[config.mk]
export PLATFORM = sky130hd
export DESIGN_NAME = ripple_count_monitor
export DESIGN_NICKNAME = d
export VERILOG_FILES = /design/src/rtl/ripple_count_pkg.sv /design/src/rtl/sync_2ff.sv /design/src/rtl/ripple_count_monitor.sv
export SDC_FILE = /design/constraint.sdc
export NUM_CORES = 1
export LEC_CHECK = 0
export CAP_MARGIN = 20
export CORE_MARGIN = 4
export CORE_UTILIZATION = 30
export DETAILED_ROUTE_END_ITERATION = 7
export GPL_TIMING_DRIVEN = 0
export HOLD_SLACK_MARGIN = 0.03
export PLACE_DENSITY = 0.51
export SYNTH_ARGS = -nofsm -noshare
export SYNTH_HDL_FRONTEND = slang
export SYNTH_HIERARCHICAL = 1
export SYNTH_SLANG_ARGS = --single-unit
[constraint.sdc]
create_clock -name clk -period 1.55 [get_ports clk]
set_input_delay 0.2325 -clock clk [delete_from_list [all_inputs] [get_ports clk]]
set_output_delay 0.2325 -clock clk [all_outputs]
set_load 0.01 [all_outputs]
[src/rtl/ripple_count_pkg.sv]
// ----------------------------------------------------------------------------
// ripple_count_pkg
// Shared definitions for the ripple counter monitor: monitor FSM state type
// and default width/filter constants used as parameter defaults.
// ----------------------------------------------------------------------------
package ripple_count_pkg;

  localparam int unsigned W_DEF             = 3;
  localparam int unsigned STABLE_CYCLES_DEF = 2;
  localparam int unsigned ERR_CNT_W_DEF     = 8;

  typedef enum logic {
    IDLE,
    SETTLE
  } state_t;

endpackage

[src/rtl/sync_2ff.sv]
// ----------------------------------------------------------------------------
// sync_2ff
// W-bit two-flop synchronizer; q is d delayed by two clk edges.
// Ports:
//   clk   - destination clock
//   reset - asynchronous, active-high; clears both flop stages
//   d     - asynchronous input bits
//   q     - synchronized output bits
// ----------------------------------------------------------------------------
module sync_2ff
  import ripple_count_pkg::*;
#(
  parameter int unsigned W = W_DEF
) (
  input  logic         clk,
  input  logic         reset,
  input  logic [W-1:0] d,
  output logic [W-1:0] q
);

  logic [W-1:0] meta;

  always_ff @(posedge clk or posedge reset) begin
    if (reset) begin
      meta <= '0;
      q    <= '0;
    end else begin
      meta <= d;
      q    <= meta;
    end
  end

endmodule

[src/rtl/ripple_count_monitor.sv]
// ----------------------------------------------------------------------------
// ripple_count_monitor
// Consumer of an asynchronous ripple counter. Synchronizes the raw bits,
// filters ripple transients, and publishes a clean committed count with a
// commit strobe, a terminal-wrap pulse and an optional step-sequence checker.
//
// Build option: define RCM_STEP_CHECK_EN to include the step checker
// (step_err, err_cnt). Without it both outputs are tied to zero.
//
// Ports:
//   clk         - system clock (must exceed 4x the ripple source clock)
//   reset       - asynchronous, active-high; clears all state
//   cnt_in      - raw ripple counter bits, asynchronous, may glitch
//   dir_up      - expected direction: 0 = down, 1 = up (quasi-static)
//   count_out   - last committed count
//   count_valid - one-cycle pulse when count_out updates
//   wrap        - one-cycle pulse with count_valid on a terminal wrap
//   step_err    - one-cycle pulse with count_valid on a bad step
//   err_cnt     - saturating count of step errors
// ----------------------------------------------------------------------------
module ripple_count_monitor
  import ripple_count_pkg::*;
#(
  parameter int unsigned W             = W_DEF,
  parameter int unsigned STABLE_CYCLES = STABLE_CYCLES_DEF,
  parameter int unsigned ERR_CNT_W     = ERR_CNT_W_DEF
) (
  input  logic                 clk,
  input  logic                 reset,
  input  logic [W-1:0]         cnt_in,
  input  logic                 dir_up,
  output logic [W-1:0]         count_out,
  output logic                 count_valid,
  output logic                 wrap,
  output logic                 step_err,
  output logic [ERR_CNT_W-1:0] err_cnt
);

  localparam logic [3:0] STAB_LAST = 4'(STABLE_CYCLES - 1);

  logic [W-1:0] sync_q;
  state_t       state, state_d;
  logic [W-1:0] cand, cand_d;
  logic [3:0]   stab, stab_d;
  logic         commit;
  logic         wrap_d;

  sync_2ff #(
    .W(W)
  ) u_sync (
    .clk   (clk),
    .reset (reset),
    .d     (cnt_in),
    .q     (sync_q)
  );

  // Stability filter. The "candidate equals committed value" test comes
  // first in SETTLE so a glitch that returns to the committed value is
  // dropped instead of being counted up and re-committed.
  always_comb begin
    state_d = state;
    cand_d  = cand;
    stab_d  = stab;
    commit  = 1'b0;
    case (state)
      IDLE: begin
        if (sync_q != count_out) begin
          cand_d  = sync_q;
          stab_d  = '0;
          state_d = SETTLE;
        end
      end
      SETTLE: begin
        if (cand == count_out) begin
          state_d = IDLE;
        end else if (sync_q != cand) begin
          cand_d = sync_q;
          stab_d = '0;
        end else if (stab == STAB_LAST) begin
          commit  = 1'b1;
          state_d = IDLE;
        end else begin
          stab_d = stab + 4'd1;
        end
      end
    endcase
  end

  // Wrap is judged against the count being replaced.
  always_comb begin
    if (dir_up) wrap_d = (count_out == '1) && (cand == '0);
    else        wrap_d = (count_out == '0) && (cand == '1);
  end

  always_ff @(posedge clk or posedge reset) begin
    if (reset) state <= IDLE;
    else       state <= state_d;
  end

  always_ff @(posedge clk or posedge reset) begin
    if (reset) begin
      cand        <= '0;
      stab        <= '0;
      count_out   <= '0;
      count_valid <= 1'b0;
      wrap        <= 1'b0;
    end else begin
      cand        <= cand_d;
      stab        <= stab_d;
      count_valid <= commit;
      wrap        <= commit & wrap_d;
      if (commit) count_out <= cand;
    end
  end

`ifdef RCM_STEP_CHECK_EN
  logic         primed;
  logic [W-1:0] exp_step;

  always_comb begin
    exp_step = dir_up ? count_out + W'(1) : count_out - W'(1);
  end

  // The first commit after reset has no trustworthy predecessor, so it only
  // arms the checker.
  always_ff @(posedge clk or posedge reset) begin
    if (reset) begin
      primed   <= 1'b0;
      step_err <= 1'b0;
      err_cnt  <= '0;
    end else begin
      step_err <= 1'b0;
      if (commit) begin
        primed <= 1'b1;
        if (primed && (cand != exp_step)) begin
          step_err <= 1'b1;
          if (err_cnt != '1) err_cnt <= err_cnt + ERR_CNT_W'(1);
        end
      end
    end
  end
`else
  assign step_err = 1'b0;
  assign err_cnt  = '0;
`endif

endmodule

Word-level counts from Yosys, hierarchy flattened
Index checks and enable logic that the tools add are counted.
{ "totals": {"register_bits": 19, "out_inout_bits": 14} }
{ "op_classes": {"n_reduce_logical": 6, "muxes": 19, "n_eq_ne": 10, "add_sub_neg": 1, "bitwise": 2} }
{ "op_table": {"columns": ["op", "n"], "rows": [
  ["2-to-1 mux 4 bit", 4],
  ["2-to-1 mux 1 bit", 9],
  ["2-to-1 mux 3 bit", 3],
  ["case mux 4 bit (2 select lines)", 1],
  ["== test 3 bit (second input constant)", 2],
  ["logical NOT 3 bit", 2],
  ["!= test 3 bit", 2],
  ["case mux 3 bit (2 select lines)", 1],
  ["AND reduction 3 bit", 2],
  ["adder 4 x 1 -> 4 bit (second input constant)", 1],
  ["== test 4 x 1 -> 1 bit (second input constant)", 1],
  ["!= test 2 bit (second input constant)", 2],
  ["== test 3 bit", 1],
  ["!= test 3 bit (second input constant)", 1],
  ["logical AND 1 bit", 2],
  ["!= test 2 x 1 -> 1 bit (second input constant)", 1],
  ["case mux 1 bit (2 select lines)", 1],
  ["AND 1 bit", 1],
  ["NOT 1 bit", 1]
]} }

Depth between registers and ports, before layout
Gate-level depths: netlist of the first run.
{ "depth": {"word_depth": 6, "depth_mapped": 6, "depth_no_buf": 6} }

Modules after synthesis
Netlist of the first run, hierarchy kept.
{ "by_module_without_submodules": {"columns": ["module", "seq_area_each_um2", "n_inst", "area_each_um2", "cells_per_inst"], "rows": [
  ["ripple_count_monitor", 325.3, 1, 775.7, 68],
  ["sync_2ff", 150.1, 1, 153.9, 7]
]} }

Worst setup path before layout of the first run
Ideal clock, no wire load.
{ "synth_timing": {"path_kind": "register -> register", "start": "register cand[1]", "end": "register count_out[1]", "slack_ns": -0.036, "stages_incl_launch_ff": 6, "required_time_ns": 1.422, "arrival_time_ns": 1.459, "cell_sequence": "dfrtp_1 xnor2_1 nand4_2 nor4b_4 nand2b_2 mux2_1"} }
{ "synth_between": {"elab_chain_cells": 4} }
{ "synth_rtl": {"columns": ["element", "line_no", "source"], "rows": [
  ["from (decl)", "ripple_count_monitor.sv:43", "logic [W-1:0] cand, cand_d;"],
  ["from (signal assigned)", "ripple_count_monitor.sv:108", "cand <= cand_d;"],
  ["!= test 3 bit", "ripple_count_monitor.sv:76", "end else if (sync_q != cand) begin"],
  ["2-to-1 mux 1 bit", "ripple_count_monitor.sv:76", null],
  ["2-to-1 mux 1 bit", "ripple_count_monitor.sv:74", "if (cand == count_out) begin"],
  ["2-to-1 mux 1 bit", "ripple_count_monitor.sv:65", "case (state)"],
  ["to (signal assigned)", "ripple_count_monitor.sv:112", "if (commit) count_out <= cand;"],
  ["to (decl)", "ripple_count_monitor.sv:32", "output logic [W-1:0] count_out,"]
]} }
Parallel ways exist; a longest one is shown, timed or not.
A chain may end at the register's enable or synchronous reset.

Worst setup path in the final report of the first run
{ "layout_timing": {"start": "register cand[2]", "end": "register count_out[2]"} }
The elaborated chain is that of the path after synthesis.

==> impl_metrics.json, run 1 <==
{
  "dpl.hpwl_um": 1060,
  "cp-end-kind": "flip-flop",
  "ys_warn_count": 6,
  "post-route-period-util_pct": 108,
  "grt.overflow.total": 0,
  "crit_required_ps": 1740,
  "synth_edf_count": 0,
  "synth_seq_cells": 19,
  "syn_to_final_growth_pct": 33.6,
  "power_switching_w": 0.000620,
  "drtPass1Iterations": 4,
  "initial_core_util_pct": 32.6,
  "p_per_area_nw_per_um2": 1390,
  "synth-async-reset-ratio_pct": 100,
  "finalClockSkew_ps": 7.86,
  "vias": 610,
  "rsz0062_at_grt": "true",
  "htree_levels": 1,
  "synthCells": 75,
  "power_frac_clock_pct": 14.5,
  "track_usage_pct": 8.28,
  "clock-root-buffer": "clkbuf_4",
  "pre_cts_slack_ps": -172,
  "cp.arrival_ps": 1860,
  "drv_cap": 0,
  "violations": "negative setup slack",
  "antenna_found_initial": 0,
  "outcome": "complete, but fails checks",
  "drtIter0Drc": 34,
  "route.detailed.drc": 0,
  "post_dp_cell_area_um2": 1100,
  "yosysSeqAreaShare_pct": 51.1,
  "timing.slew.headroom_pct": 66.2,
  "core_area_um2": 2850,
  "cts_sinks": 19,
  "combPwrFrac_pct": 42.2,
  "swShare_pct": 35.9,
  "avgViaCountPerCell": 4.59,
  "layout_common_cells": "17 x dfrtp_1, 13 x buf_4, 10 x clkdlybuf4s50_1",
  "drive_above_1_share_pct": 36.3,
  "cts_hold_buf": 0,
  "synth_area_per_cell_um2": 12.4,
  "fmax_mhz": 598,
  "finish.net_count": 111,
  "portBuffers": 10,
  "power.internal_w": 0.00111,
  "ant_nets": 0,
  "p_seq_share_pct": 43.4,
  "fp.dieH_um": 63.7,
  "cts_buffer_depth": 2,
  "place_congestion": 0.719,
  "boundaryPins": 20,
  "fp-row-count": 19,
  "path_class": "reg2reg",
  "hold_viol": 0,
  "grt_pass1_wl_um": 2570,
  "maxSlewViolCount": 0,
  "synth_top_flop_cell": "dfrtp_1",
  "die_w_um": 63.7,
  "antenna_cells": 0,
  "yosys.area.top_type_share_pct": 51.1,
  "fin_crit_ps": 1670,
  "grt_max_degree": 14,
  "finalWorstSetupSlack_ps": -122,
  "synth_top_area_cell": "dfrtp_1",
  "leakagePower_nw": 0.569,
  "fin_area_um2": 1240,
  "startpoint_type": "flip-flop",
  "r2r_cells": 5,
  "wl_um": 1570,
  "r2r-start": "cand[2]$_DFFE_PP0P_",
  "r2r_setup_slack_ps": -120,
  "cts_tree": "yes",
  "tightest_slew_ps": 506,
  "die_area_um2": 4050,
  "ir_worst_vdd_mv": 0.485,
  "grt_pass1_vias": 575,
  "insertion_delay_ps": 300,
  "cts_buffers": 3,
  "mostFrequentLayoutCell": "dfrtp_1",
  "worstReg2RegEnd": "count_out[2]$_DFFE_PP0P_",
  "min_path_type": "in2async",
  "path_clk_slew_ps": 110,
  "finalSetupViolations": 12,
  "wl_per_cell_um": 11.8,
  "crit_fanout": 5,
  "ys_top_cells_by_area": "dfrtp_1 51%, buf_4 7.3%, xor2_1 5.7%, mux2_1 3.6%, mux2_2 3.6%",
  "synth.cell_area_um2": 930,
  "synth_cell_types": 29
}
per-layer routing:
| metal | wire [um] | track usage, % | share of wire [%] | vias up |
|---|---|---|---|---|
| met5 | 0 | 0 | 0 | - |
| met2 | 785 | 12.6 | 50 | 25 |
| met3 | 113 | 2.84 | 7.2 | 2 |
| met1 | 648 | 9.37 | 41 | 288 |
| li1 | - | - | - | 295 |
| met4 | 27 | 6.47 | 1.7 | 0 |
metrics by stage:
step / setup TNS, ps / power (W) / instances / hold slack, ps / utilization [%]
floorplan: -35.3 / 0.00112 / 83 / 23.5 / -
global placement: -781 / 0.00128 / 124 / 332 / 38.5
detailed placement: -664 / 0.00128 / 124 / 336 / 38.5
CTS: -481 / 0.00167 / 132 / 147 / 42.2
global route: -1640 / 0.00184 / 133 / 164 / 43.6
finish: -548 / 0.00173 / 133 / 152 / 43.6
worst max-delay path, stage by stage, from the launching register on:
cell and delay (ps):
dfrtp_1 430, buf_4 160, xor2_2 170, nor3_2 250, nand2b_4 230, mux2_1 320
cell families after synthesis:
logic type               synth area share [%]
AND/OR/NAND/NOR                          14.8
other                                   0.403
buffers and inverters                    8.88
AO/OA/AOI/OAI                            4.17
XOR/XNOR                                 8.48
adder cells (fa/ha/maj)                  2.69
flip-flops                               51.1
multiplexers                             9.42
how the worst max path moves through the flow:
stage / from / endpoint / slack [ps] / cells after the start
global route: cand[2]$_DFFE_PP0P_ / count_out[2]$_DFFE_PP0P_ / -200 / 5
finish: cand[2]$_DFFE_PP0P_ / count_out[2]$_DFFE_PP0P_ / -120 / 5
floorplan: cand[0]$_DFFE_PP0P_ / count_out[1]$_DFFE_PP0P_ / -10 / 5
global placement: cand[2]$_DFFE_PP0P_ / count_out[2]$_DFFE_PP0P_ / -200 / 5
CTS: cand[1]$_DFFE_PP0P_ / count_out[1]$_DFFE_PP0P_ / -90 / 5
detailed placement: cand[0]$_DFFE_PP0P_ / count_out[0]$_DFFE_PP0P_ / -170 / 5
layout make-up:
type                       instances  area [um^2]
buffer                             9         67.6
clock inverter                     1         5.00
tap                               31         38.8
fill                             273         1610
sequential                        19          478
timing repair buffer              15          141
inverter                           4         15.0
multi-input combinational         51          474
clock buffer                       3         22.5
flip-flops by register name, indices dropped and copies added, names as in the netlist:
name	count
stab	4
count_valid	1
u_sync/q	3
state	1
wrap	1
cand	3
u_sync/meta	3
count_out	3
power groups by stage:
stage | Sequential (W) | Clock, W | Combinational [W]
after floorplan | 0.000727 | 0 | 0.000389
after global placement | 0.000745 | 0 | 0.000539
after detailed placement | 0.000743 | 0 | 0.000539
after CTS | 0.000737 | 0.000265 | 0.000667
after global routing | 0.000768 | 0.000289 | 0.000784
final | 0.000749 | 0.000250 | 0.000728
Yosys cell counts, types with 2 or more instances:
library cell  instances
buf_4                 9
dfrtp_1              19
ha_1                  2
inv_1                 4
mux2_1                3
mux2_2                3
mux2i_1               2
nand2_1               2
nand4b_1              2
nor3_1                2
o21ai_0               2
xnor2_1               3
xor2_1                6
repair_timing:
| action | CTS | global route |
|---|---|---|
| pin swaps | 1 | 2 |
| gates resized for setup | 9 | 6 |
| endpoints found under the setup margin | 11 | 14 |
| setup buffers | 4 | 1 |
| hold endpoints to repair | 0 | 0 |
(Power assumes the default switching activity.)
==> inputs of run 2 (changes only) <==
--- a/config.mk
+++ b/config.mk
@@ -5,13 +5,14 @@
 export SDC_FILE = /design/constraint.sdc
 export NUM_CORES = 1
 export LEC_CHECK = 0
+export ABC_AREA = 1
 export CAP_MARGIN = 20
 export CORE_MARGIN = 4
 export CORE_UTILIZATION = 30
 export DETAILED_ROUTE_END_ITERATION = 7
 export GPL_TIMING_DRIVEN = 0
 export HOLD_SLACK_MARGIN = 0.03
-export PLACE_DENSITY = 0.51
+export PLACE_DENSITY = 0.5
 export SYNTH_ARGS = -nofsm -noshare
 export SYNTH_HDL_FRONTEND = slang
 export SYNTH_HIERARCHICAL = 1
==> impl_metrics.json, run 2 <==
{
  "synth-async-reset-ratio_pct": 100,
  "fin_crit_ps": 1460,
  "place_congestion": 0.749,
  "portBuffers": 10,
  "rsz0062_at_grt": "false",
  "drtPass1Iterations": 4,
  "cts_sinks": 19,
  "vias": 839,
  "track_usage_pct": 9.59,
  "antenna_found_initial": 0,
  "ir_worst_vdd_mv": 0.847,
  "post-route-period-util_pct": 94.3,
  "finalSetupViolations": 0,
  "path_clk_slew_ps": 120,
  "timing.slew.headroom_pct": 62.2,
  "layout.cells.non_filler": 199,
  "crit_required_ps": 1320,
  "finalClockSkew_ps": 2.48,
  "finish.net_count": 162,
  "wl_um": 1990,
  "cts_buffer_depth": 2,
  "die_area_um2": 4630,
  "ys_top_cells_by_area": "dfrtp_1 44%, nand2_1 12%, buf_4 6.3%, nor2_1 4.5%, inv_1 4.2%",
  "synthCells": 128,
  "slowest_stage": "clkdlybuf4s50_1",
  "fp-row-count": 21,
  "fp.dieH_um": 68.0,
  "outcome": "completed",
  "startpoint_type": "flip-flop",
  "grt_max_degree": 14,
  "cp-end-kind": "primary output",
  "leakagePower_nw": 0.696,
  "ant_nets": 0,
  "layout_common_cells": "34 x nand2_1, 18 x dfrtp_1, 13 x nor2_1",
  "maxSlewViolCount": 0,
  "core_area_um2": 3420,
  "crit_fanout": 3,
  "yosysMostFrequentCell": "nand2_1",
  "drtIter0Drc": 16,
  "grt_pass1_vias": 723,
  "cts_tree": "yes",
  "synth_top_flop_cell": "dfrtp_1",
  "tightest_slew_ps": 566,
  "setup_tns_ps": 0,
  "synth_common_cells": "34 x nand2_1, 19 x dfrtp_1, 13 x nor2_1, 12 x inv_1, 9 x buf_4",
  "die_w_um": 68.0,
  "initial_core_util_pct": 31.6,
  "cp_top_family": "buffers and inverters",
  "drive_above_1_share_pct": 24.2,
  "synth_edf_count": 0,
  "synth_seq_cells": 19,
  "synth_cell_types": 24,
  "grt.overflow.total": 0,
  "synth_area_per_cell_um2": 8.45,
  "regMostFlops": "stab",
  "syn_to_final_growth_pct": 22.3,
  "route.detailed.drc": 0,
  "htree_levels": 1,
  "cp.arrival_ps": 1230,
  "cts_hold_buf": 0,
  "mostFrequentLayoutCell": "nand2_1",
  "insertion_delay_ps": 300,
  "largest_reg_flops": 4,
  "r2r_cells": 9,
  "clock-root-buffer": "clkbuf_4",
  "drv_cap": 0,
  "synth_top_area_cell": "dfrtp_1",
  "boundaryPins": 20,
  "wl_per_cell_um": 9.98,
  "cts_buffers": 3,
  "cp_num_cells": 1,
  "cp_num_buf_inv": 1,
  "antenna_cells": 0,
  "hold_viol": 0,
  "p_per_area_nw_per_um2": 1550,
  "placed_cells": 192,
  "path_class": "reg2out",
  "max_stage_delay_ps": 540,
  "yosys.area.top_type_share_pct": 44.0,
  "min_path_type": "in2async",
  "grt_pass1_wl_um": 3220,
  "synth.cell_area_um2": 1080,
  "path_cells": "clkdlybuf4s50_1",
  "n_fill_cell": 355,
  "avgViaCountPerCell": 4.22,
  "fmax_mhz": 684,
  "ys_warn_count": 6,
  "yosysSeqAreaShare_pct": 44.0,
  "dpl.hpwl_um": 1550
}
run 2: changes by cell type after synthesis, sizes merged, moves of 5 or more:
cell,change
inv,+11
xor2,-5
nand4,+6
nand3,+6
nand2,+39
nor2,+17
mux2,-6
run 2: worst paths after layout:
kind	end	start	slack [ps]
min	u_sync/meta[0]$_DFF_PP0_	reset	140
max	count_out[1]	count_out[1]$_DFFE_PP0P_	90
min in group clk	u_sync/meta[1]$_DFF_PP0_	cnt_in[1]	350
max in group asynchronous	count_out[0]$_DFFE_PP0P_	reset	860
min reg2reg	u_sync/q[1]$_DFF_PP0_	u_sync/meta[1]$_DFF_PP0_	360
max reg2reg	stab[2]$_DFFE_PP0P_	count_out[1]$_DFFE_PP0P_	180
run 2: timing repair:
item / in CTS / in global routing
buffers inserted: 1 / 2
cloned: 0 / 0
resized for setup: 1 / 0
pin swaps: 0 / 0
endpoints found under the setup margin: 2 / 2
run 2: where the power goes:
group          internal (W)  total (W)  leakage, nW  switching [W]
Clock             0.0000982   0.000265       0.0139       0.000167
Combinational      0.000418    0.00105        0.445       0.000630
Sequential         0.000610   0.000737        0.237       0.000127
Total               0.00113    0.00205        0.696       0.000923
run 2: cell families after synthesis:
family,after synthesis,share of synthesized area [%]
simple gates,75,37.0
xor+xnor,2,1.62
flops,19,44.0
compound gates,4,2.43
buf+inv,25,12.3
other cells,1,0.347
fa+ha+maj,2,2.31
run 2: metal layers:
layer  vias up  routed length (um)  GRT usage, %
met1       379                 872          11.3
met5         -                   0             0
met3         2                 146          2.46
li1        432                   -             -
met4         0                  21          4.47
met2        26                 947          16.2
run 2: through the flow:
stage / power, W / instance area, um^2 / setup WS, ps / utilization [%] / hold slack (ps)
6_report: 0.00205 / 1320 / 88.4 / 38.7 / 144
5_1_grt: 0.00224 / 1320 / 19.6 / 38.7 / 126
4_1_cts: 0.00204 / 1310 / 2.45 / 38.3 / 142
3_5_place_dp: 0.00175 / 1270 / 244 / 37.1 / 337
3_3_place_gp: 0.00174 / 1270 / 248 / 37.1 / 334
2_1_floorplan: 0.00149 / 1110 / 368 / - / 23.5
run 2: layout make-up:
cell class | instances | area, um^2 | area share [%]
clock inverters | 1 | 7.51 | 0.568
clock buffers | 3 | 22.5 | 1.70
inverters | 16 | 65.1 | 4.92
plain buffers | 9 | 67.6 | 5.11
multi-input cells | 92 | 503 | 38.0
repair buffers | 13 | 123 | 9.27
flip-flops and latches | 19 | 477 | 36.0
well taps | 46 | 57.6 | 4.35
==> RTL edit (flow settings as in run 2) <==
Set the package constant `W_DEF` to 5 (it was 3).
--- a/src/rtl/ripple_count_pkg.sv
+++ b/src/rtl/ripple_count_pkg.sv
@@ -6,5 +6,5 @@
 package ripple_count_pkg;
 
-  localparam int unsigned W_DEF             = 3;
+  localparam int unsigned W_DEF             = 5;
   localparam int unsigned STABLE_CYCLES_DEF = 2;
   localparam int unsigned ERR_CNT_W_DEF     = 8;
Interface: changed (resized cnt_in and count_out); port bits go from 20 to 24. The function was not compared with the original's and may differ.
==> RTL edit against run 2 <==
Final area up 44%; non-clock buffer count increased by 7; clock skew rose by 7.3 ps; sequential share of layout area fell by 0.31 points; sequential cell count is 8 higher; critical endpoint is now count_out[4]; die area grew 33%; largest cell class unchanged; routed wire length is 50% higher; total power rose by 35%; setup slack got worse by 46 ps; area after synthesis increased by 38%.
==> RTL edit: results (changes against run 2) <==
Power and ir drop:
- The total combinational power is 1.25 mW (+19%).
- The maximum vdd drop was 438 uV (-48%).
- The total leakage power is 1.03 nW (+49%).
- The power consumption is 2.77 mW (+35%).
- The power drawn by the sequential cells came to 1.08 mW (+47%).

Critical path:
- The data arrival time of the critical path is 1700 ps (+470 ps).
- The reg-to-reg setup timing slack is 40 ps (-140 ps).
- The kind of cell adding the most delay to the critical path is simple AND/OR/NAND/NOR gates.
- For this design, the slowest cell found on the critical path is dfrtp_1.

STA:
- The final worst clock skew is 9.81 ps (+7.33 ps).
- The ratio of final minimum period to clock period is 97.2% (+2.9 points).
- The worst-margin pin slew was 676 ps (+110 ps).

Status:
- The run finished with clean final reports.

Drt:
- The detailed-routed wire length on met3 is 132 um (-9.6%).
- The number of vias after detailed routing is 1,220 (+45%).
- The routed wire length on met2 is 1350 um (+43%).
- The final wirelength is 2990 um (+50%).
- The wire length on met1 is 1450 um (+66%).

Placement:
- The routability congestion estimate is 0.799 (+6.7%).
- The worst setup slack before clock tree synthesis came to 40.4 ps (-204 ps).
- The placed cell area was 1740 sq um (+37%).

Logic synthesis:
- The portion of synthesized cell area occupied by the leading cell type is 45.3% (+1.4 points).
- The number of instances in the synthesized netlist came to 194 (+52%).
- The post-synthesis compound-gate area fraction is 4.53% (+2.1 points).
- Yosys attributes the largest share of cell area to dfrtp_1 (45%), nand2_1 (17%), nand3_1 (5.4%), inv_1 (5.0%), buf_4 (4.5%).
- The arithmetic-cell share of the synthesized area counting full adders, half adders and majority gates is 1.68% (-0.64 points).
- The xor/xnor cell area share of the yosys netlist was 1.76% (+0.14 points).
- The number of unique standard cell types used by synthesis came to 22 (-8.3%).
- The sequential fraction of the synthesis area is 45.3% (+1.4 points).

Clock tree:
- The number of setup buffers added after CTS is 0 (-1).

Global route:
- The routing usage on met1 is 13.3% (+2.1 points).
- The via count of the first global-routing pass is 1,109 (+53%).
- The global-route met3 utilization is 1.72% (-0.74 points).
- The global-route wire length before repair was 4960 um (+54%).
- The total track usage is 10.1% (+0.55 points).
- The pin count of the biggest net entering global routing came to 18 (+4).

Finish:
- The count of filler cells inserted in the layout is 514 (+45%).
- The fraction of final layout cells sized beyond drive strength 1 is 25.0% (+0.82 points).
- The number of nets in the finished design is 235 (+45%).
-- RTL edit: changes by cell type in the layout (fill, tap and decap cells not counted), sizes merged, moves of 2 or more --
cell | before | now
nand2 | 41 | 73
inv | 15 | 27
nand3 | 7 | 19
dfrtp | 19 | 27
dlymetal6s2s | 0 | 4
nor2 | 18 | 14
o21ai | 2 | 6
a21oi | 0 | 3
clkbuf | 3 | 5
xnor2 | 1 | 3
-- RTL edit: kinds of logic (layout without fill, tap and decap cells) --
logic type | Yosys count | after routing
flops | 27 | 27
other cells | 1 | 9
xor+xnor | 3 | 3
fa+ha+maj | 2 | 2
buf+inv | 37 | 59
simple gates | 115 | 115
compound gates | 9 | 9
-- RTL edit: path summary, 6_finish.rpt --
kind                                     start  depth (start not counted)        endpoint
worst min-delay path                     reset                          2  u_sync/meta[1]
worst max register to register         cand[1]                         10    count_out[4]
worst min register to register  u_sync/meta[2]                          0     u_sync/q[2]
max in group asynchronous                reset                          2         cand[0]
worst max-delay path                   cand[1]                         10    count_out[4]
min in group clk                u_sync/meta[2]                          0     u_sync/q[2]
-- RTL edit: worst reg2reg max path: stages (launching register included) --
cell and delay (ps):
dfrtp_1 460, inv_2 80, nand2_1 60, nand2_1 70, nor2_2 150, nand3_4 130
nor2_4 140, nand2_4 80, buf_8 140, nand2_2 50, o21ai_2 40
-- RTL edit: area by class of cell --
| type | count | area, sq um | area share (%) |
|---|---|---|---|
| multi-input combinational | 138 | 707 | 37.0 |
| buffer | 11 | 90.1 | 4.72 |
| timing repair buffer | 18 | 198 | 10.4 |
| clock buffer | 3 | 41.3 | 2.16 |
| clock inverter | 1 | 8.76 | 0.459 |
| sequential | 27 | 682 | 35.7 |
| inverter | 26 | 97.6 | 5.11 |
| tap | 67 | 83.8 | 4.39 |
